[src/rtl/ex_mem_stage.sv]
// EX/MEM pipeline register: captures ALU results under valid/ready, turns taken
// branches into a one-cycle PC redirect and squashes the wrong-path slots behind them.
module ex_mem_stage #(
  parameter int unsigned KILL_SLOTS = 2
) (
  input  logic        clk,
  input  logic        rst,
  input  logic        ex_valid,
  output logic        ex_ready,
  input  logic [31:0] ex_alu_result,
  input  logic        ex_bit_branch,
  input  logic        ex_is_branch,
  input  logic [31:0] ex_branch_target,
  input  logic [31:0] ex_store_data,
  input  logic [4:0]  ex_rd,
  input  logic        ex_reg_write,
  input  logic        ex_mem_read,
  input  logic        ex_mem_write,
  output logic        mem_valid,
  input  logic        mem_ready,
  output logic [31:0] mem_alu_result,
  output logic [31:0] mem_store_data,
  output logic [4:0]  mem_rd,
  output logic        mem_reg_write,
  output logic        mem_mem_read,
  output logic        mem_mem_write,
  output logic        redirect_valid,
  output logic [31:0] redirect_pc,
  output logic        fwd_valid,
  output logic [4:0]  fwd_rd,
  output logic [31:0] fwd_value
);

  localparam int unsigned XLEN    = 32;
  localparam int unsigned REG_W   = 5;
  localparam int unsigned KCNT_W  = 3;

  typedef enum logic {RUN, KILL} state_t;

  typedef struct packed {
    logic [XLEN-1:0]  alu_result;
    logic [XLEN-1:0]  store_data;
    logic [REG_W-1:0] rd;
    logic             reg_write;
    logic             mem_read;
    logic             mem_write;
  } payload_t;

  state_t              state, state_n;
  logic [KCNT_W-1:0]   kill_cnt, kill_cnt_n;
  logic                mem_valid_n;
  logic                redirect_valid_n;
  logic [XLEN-1:0]     redirect_pc_n;
  logic                load;
  logic                accept;
  payload_t            pay_q, pay_d;

  assign ex_ready = !mem_valid || mem_ready;
  assign accept   = ex_valid && ex_ready;

  assign pay_d = '{alu_result: ex_alu_result, store_data: ex_store_data, rd: ex_rd,
                   reg_write: ex_reg_write, mem_read: ex_mem_read, mem_write: ex_mem_write};

  // Next-state, kill counter, handshake and redirect decisions
  always_comb begin
    state_n          = state;
    kill_cnt_n       = kill_cnt;
    mem_valid_n      = mem_valid && !mem_ready;
    redirect_valid_n = 1'b0;
    redirect_pc_n    = redirect_pc;
    load             = 1'b0;
    if (accept) begin
      mem_valid_n = 1'b0;
      case (state)
        RUN: begin
          if (!ex_is_branch) begin
            load        = 1'b1;
            mem_valid_n = 1'b1;
          end else if (ex_bit_branch) begin
            redirect_valid_n = 1'b1;
            redirect_pc_n    = ex_branch_target;
            kill_cnt_n       = KCNT_W'(KILL_SLOTS);
            state_n          = KILL;
          end
        end
        KILL: begin
          kill_cnt_n = kill_cnt - KCNT_W'(1);
          if (kill_cnt == KCNT_W'(1)) state_n = RUN;
        end
        default: state_n = RUN;
      endcase
    end
  end

  always_ff @(posedge clk) begin
    if (rst) begin
      state          <= RUN;
      kill_cnt       <= '0;
      mem_valid      <= 1'b0;
      redirect_valid <= 1'b0;
      redirect_pc    <= '0;
      pay_q          <= '0;
    end else begin
      state          <= state_n;
      kill_cnt       <= kill_cnt_n;
      mem_valid      <= mem_valid_n;
      redirect_valid <= redirect_valid_n;
      redirect_pc    <= redirect_pc_n;
      if (load) pay_q <= pay_d;
    end
  end

  assign mem_alu_result = pay_q.alu_result;
  assign mem_store_data = pay_q.store_data;
  assign mem_rd         = pay_q.rd;
  assign mem_reg_write  = pay_q.reg_write;
  assign mem_mem_read   = pay_q.mem_read;
  assign mem_mem_write  = pay_q.mem_write;

  // Forwarding source is derived from registers only
  assign fwd_valid = mem_valid && pay_q.reg_write && (pay_q.rd != '0);
  assign fwd_rd    = pay_q.rd;
  assign fwd_value = pay_q.alu_result;

endmodule
[config.mk]
export PLATFORM = sky130hd
export DESIGN_NAME = ex_mem_stage
export DESIGN_NICKNAME = d
export VERILOG_FILES = /design/src/rtl/ex_mem_stage.sv
export SDC_FILE = /design/constraint.sdc
export NUM_CORES = 1
export LEC_CHECK = 0
export BUFFER_PORTS_ARGS = -buffer_cell sky130_fd_sc_hd__buf_2
export CAP_MARGIN = 25
export CORE_MARGIN = 1
export CORE_UTILIZATION = 30
export CTS_CLUSTER_SIZE = 14
export DETAILED_ROUTE_END_ITERATION = 12
export HOLD_SLACK_MARGIN = 0.1
export PLACE_DENSITY = 0.6
export REMOVE_ABC_BUFFERS = 1
export SKIP_CTS_REPAIR_TIMING = 1
export SLEW_MARGIN = 20
export SYNTH_ARGS = -nofsm -noshare
export SYNTH_HDL_FRONTEND = slang
export SYNTH_SLANG_ARGS = --single-unit
[constraint.sdc]
create_clock -name clk -period 1.25 [get_ports clk]
set_clock_uncertainty 0.1 [all_clocks]
set_input_delay 0.1875 -clock clk [delete_from_list [all_inputs] [get_ports clk]]
set_output_delay 0.1875 -clock clk [all_outputs]
set_load 0.02 [all_outputs]
== After elaboration in Yosys (flattened, before gate mapping) ==
Index checks and enable logic that the tools add are counted.

* Flip-flop bits (word level): 110

* Add/subtract/negate cells: 1
* Equal/unequal tests: 3
* Mux-type cells: 11
* Bitwise logic cells: 2
* Reductions and logical operators: 11

{| class="wikitable"
|+ Operators with widths
! cell !! number
|-
| 1-bit two-way mux || 7
|-
| 3-bit two-way mux || 2
|-
| 3-bit case mux with 2 select lines || 1
|-
| 5-bit nonzero test || 1
|-
| 1-bit logical AND || 4
|-
| 2-bit != test, second input constant || 2
|-
| 4-bit AND reduction || 1
|-
| 3-bit by 1-bit equality test with 1-bit output, second input constant || 1
|-
| 3-bit AND reduction || 1
|-
| 3-bit OR reduction || 1
|-
| 3-bit by 1-bit subtractor with 3-bit output, second input constant || 1
|-
| 1-bit zero test || 2
|-
| 1-bit NOT || 2
|-
| 1-bit case mux with 2 select lines || 1
|-
| 1-bit logical OR || 1
|}

== Depth between registers and ports, before layout ==
* Depth after elaboration: 5
* Mapped depth: 6
* Mapped depth without buffers: 4

== Least setup slack after synthesis ==
Ideal clock, no wire load.

* Kind: register to register
* From: register mem_valid
* To: register redirect_pc[0]
* Data arrival time: 1.302 ns
* Required time: 1.078 ns
* Slack: -0.223 ns
* Stages on the path, launching flop included: 5
* Path buffers: 1
* Clock period less this slack: 1.473 ns
* Cell sequence: dfxtp_1 -> and2b_4 -> nor3_4 -> buf_8 -> mux2i_1

* Cells in the longest elaborated chain, start to end: 4

{| class="wikitable"
|+ RTL lines
! item !! line !! source
|-
| from (decl) || 19 || <nowiki>output logic mem_valid,</nowiki>
|-
| from (signal assigned) || 106 || <nowiki>mem_valid <= mem_valid_n;</nowiki>
|-
| 1-bit zero test || 58 || <nowiki>assign ex_ready = !mem_valid || mem_ready;</nowiki>
|-
| 1-bit logical OR || 58 ||
|-
| 1-bit logical AND || 59 || <nowiki>assign accept = ex_valid && ex_ready;</nowiki>
|-
| 4-bit AND reduction (no source line) || - ||
|-
| to (signal assigned) || 108 || <nowiki>redirect_pc <= redirect_pc_n;</nowiki>
|-
| to (decl) || 28 || <nowiki>output logic [31:0] redirect_pc,</nowiki>
|}

No other way between the ends.
A chain may end at the register's enable or synchronous reset.

== Worst setup path after layout ==
* From: register pay_q, in the netlist fwd_rd[4]
* To: output fwd_valid

* Cells in the longest elaborated chain, start to end: 2

{| class="wikitable"
|+ RTL lines
! item !! line !! source
|-
| from (decl) || 56 || <nowiki>payload_t pay_q, pay_d;</nowiki>
|-
| from (signal assigned) || 109 || <nowiki>if (load) pay_q <= pay_d;</nowiki>
|-
| 5-bit nonzero test || 121 || <nowiki>assign fwd_valid = mem_valid && pay_q.reg_write && (pay_q.rd != '0);</nowiki>
|-
| 1-bit logical AND || 121 ||
|-
| to (decl) || 29 || <nowiki>output logic fwd_valid,</nowiki>
|}

No other way between the ends.

==> summary.md <==
| Metric | Value |
|---|---|
| Outcome | finished, violations left |
| Failing checks | setup timing |
| Most frequent cells in the layout | buf_2 (233), dlygate4sd3_1 (105), dfxtp_1 (76) |
| Clock Tree Buf Depth | 2 |
| Worst-skew pair later-pin latency | 0.35 ns |
| DIE HEIGHT | 135.0 um |
| IO Pins | ~260 |
| Simple-gate share of the synthesized area | a little over a fifth |
| EDFF count, synth | 0 |
| GR peak layer | met2 |
| Starting Density | 30.68% |
| Worst min path class | in -> reg |
| Total power draw | 9.291 mW |
| IO Port Bufs | between 200 and 300 |
| CP endpoint kind | primary output |
| CP Launch Type | flip-flop |
| GPL Wtd Cong | around 0.73 |
| GR Layer Usage met2 | 25.20% |
| Fin crit period | 1.768 ns |
| Routed wire per std cell | 18.14 um |
| Largest family of logic cells by synthesized area | simple AND/OR/NAND/NOR gates |
| Ys Warns | 0 |
| Vias in the first global route | 4,460 |
| Hold_ws | between 0.1 and 0.15 ns |
| Routed via count | around 5,700 |
| Register area share after synthesis | 41.50% |
| Met3 Use GR | under 10% |
| Root Buffer | clkbuf_16 |
| Synth Area per Inst | roughly 9.5 um2 |
| Clock slew at reported path FFs | 0.08 ns |
| Layout Cells excl Fill | 1,134 |
| Core Area | 0.01730 mm2 |
| GRT overflow | 0 |
| Hold Violations, Final | 0 |
| Dpl cells | 976 |
| Placed cell area | slightly below 0.007 mm2 |
| # setup viols final | 112 |
| Critical Path RT | about 0.96 ns |
| DRC Markers | 0 |
| Leading cell type in the layout, fill and taps excluded | buf_2 |
| Final period utilization | 141.4% |
| Gate Count Post-Synth | 557 |
| Proportion of synthesized area in mux cells | 6.036% |
| Die width | 135.0 um |
| Max rail drop VDD | ~0.62 mV |
| RSZ-0062 raised after global routing | yes |
| Die ar. | roughly 0.018 mm2 |
| Met1 GRT Util | 21.40% |
| CTS tree | done |
| XOR/XNOR share of the synthesized area | 0% |
| Crit path max fanout | 2 |
| Kind of critical path | reg -> out |
| Power per cell area | 924.8 mW/mm2 |
| HPWL Detailed | 10.40 mm |
| Rows | 48 |
| Diode count | 0 |
| Main flop type after synthesis | dfxtp_1 |
| Adder-cell share of the synthesized area | 0.4716% |
| Fin worst setup slack | -0.5177 ns |
| Final instance area | 0.01005 mm2 |
| Initial antenna violation count | 0 |
| CTS buffer count | 9 |
| Largest net degree at the start of global routing | 60 |
| FMAX | 565.7 MHz |
| Synthesized flop and latch total | 110 |
| Synth async-reset ratio | 0% |
| Routed Antenna Nets | 0 |
| CTS H-tree depth | 3 |
| Worst path arrival time | between 1 and 1.5 ns |
| Slew headroom | 60.66% |
| Static Leakage | between 4 and 5 nW |
| Synth cell types | 33 |
| Clock sinks | 110 |
| First-pass GRT wire length | approximately 24 mm |
| Synth Area in Compound Gates | 18.42% |
| Nets | between 1,000 and 1,500 |
| TritonRoute pass-1 iters | 4 |
| Worst Tran Pin Value | a little under 0.6 ns |
| Layout cells sized above 1 | 52.81% |
| Slew Limit Fails | 0 |
| Iter 0 DRT Violations | around 230 |
| GRT Total Usage | between 15 and 20% |
| Vias per inst | 5.042 |
| Area Growth Syn to Fin | 89.34% |
| DRT Wirelength | just over 20 mm |
| Cell Area, Synth | between 0.005 and 0.006 mm2 |
| Max cap viols | 0 |
[metrics by stage]
step                      setup WS (ns)  setup TNS [ns]  util (%)
final                           -0.5177          -21.69     58.09
after global routing            -0.5476          -26.41     58.09
after CTS                       -0.5433          -12.92     40.73
after detailed placement        -0.1631          -11.54     38.96
after global placement          -0.1495          -10.21     38.96
after floorplan                  -1.919         -182.42         -
[Yosys cell counts (all sizes together) (2+ instances only)]
cell	n	share of area (%)
buf	71	9.5
dfxtp	110	41
nand4b	72	12
nand2b	65	7.8
inv	5	0.35
nor4	2	0.24
clkbuf	33	2.3
mux2i	32	6.0
a21oi	73	6.9
nor2	3	0.21
ha	2	0.47
o31ai	72	10
nor2b	2	0.24
[layout make-up]
class | count | area (um2)
Clock buffer | 9 | 225.2
Clock inverter | 7 | 80.08
Fill cell | 1389 | 7249
Inverter | 5 | 23.77
Multi-Input combinational cell | 338 | 3443
Sequential cell | 110 | 2247
Tap cell | 225 | 281.5
Timing Repair Buffer | 440 | 3746
[critical path, stage by stage, from the launching register on]
cell and delay (ns):
dfxtp_1 0.31, or3_1 0.37, o311a_1 0.31, buf_6 0.14
[path summary, 6_finish.rpt]
path | to | startpoint | slack (ns) | depth (start not counted)
setup / recovery | fwd_valid | fwd_rd[4]$_SDFFE_PP0P_ | -0.52 | 3
hold / removal | kill_cnt[1]$_SDFFE_PP0P_ | rst | 0.12 | 3
setup reg to reg | kill_cnt[2]$_SDFFE_PP0P_ | mem_valid$_SDFF_PP0_ | -0.29 | 6
hold reg to reg | mem_store_data[21]$_SDFFE_PP0P_ | mem_store_data[21]$_SDFFE_PP0P_ | 0.37 | 2
[power by group]
group	switching, mW	internal, mW
Combinational	1.25	1.21
Clock	1.44	1.58
Sequential	0.144	3.67
Total	2.83	6.46
[metal layers]
| metal | wire length, um | share of wire, % |
|---|---|---|
| met1 | 9091 | 44 |
| met2 | 9866 | 48 |
| met3 | 1257 | 6.1 |
| met4 | 352 | 1.7 |
| met5 | 0 | 0 |
[logic make-up (layout without fill, tap and decap cells)]
logic type	Yosys count	after routing
buffers and inverters	109	461
multiplexers	32	32
flip-flops	110	110
AND/OR/NAND/NOR	151	151
AO/OA/AOI/OAI	153	153
adder cells (fa/ha/maj)	2	2
[state kept, by name, summed over array words and instances (netlist names)]
register / count
fwd_value: 32
mem_store_data: 32
redirect_pc: 32
fwd_rd: 5
kill_cnt: 3
mem_mem_read: 1
mem_mem_write: 1
mem_reg_write: 1
mem_valid: 1
redirect_valid: 1
state: 1
(Power assumes the default switching activity.)
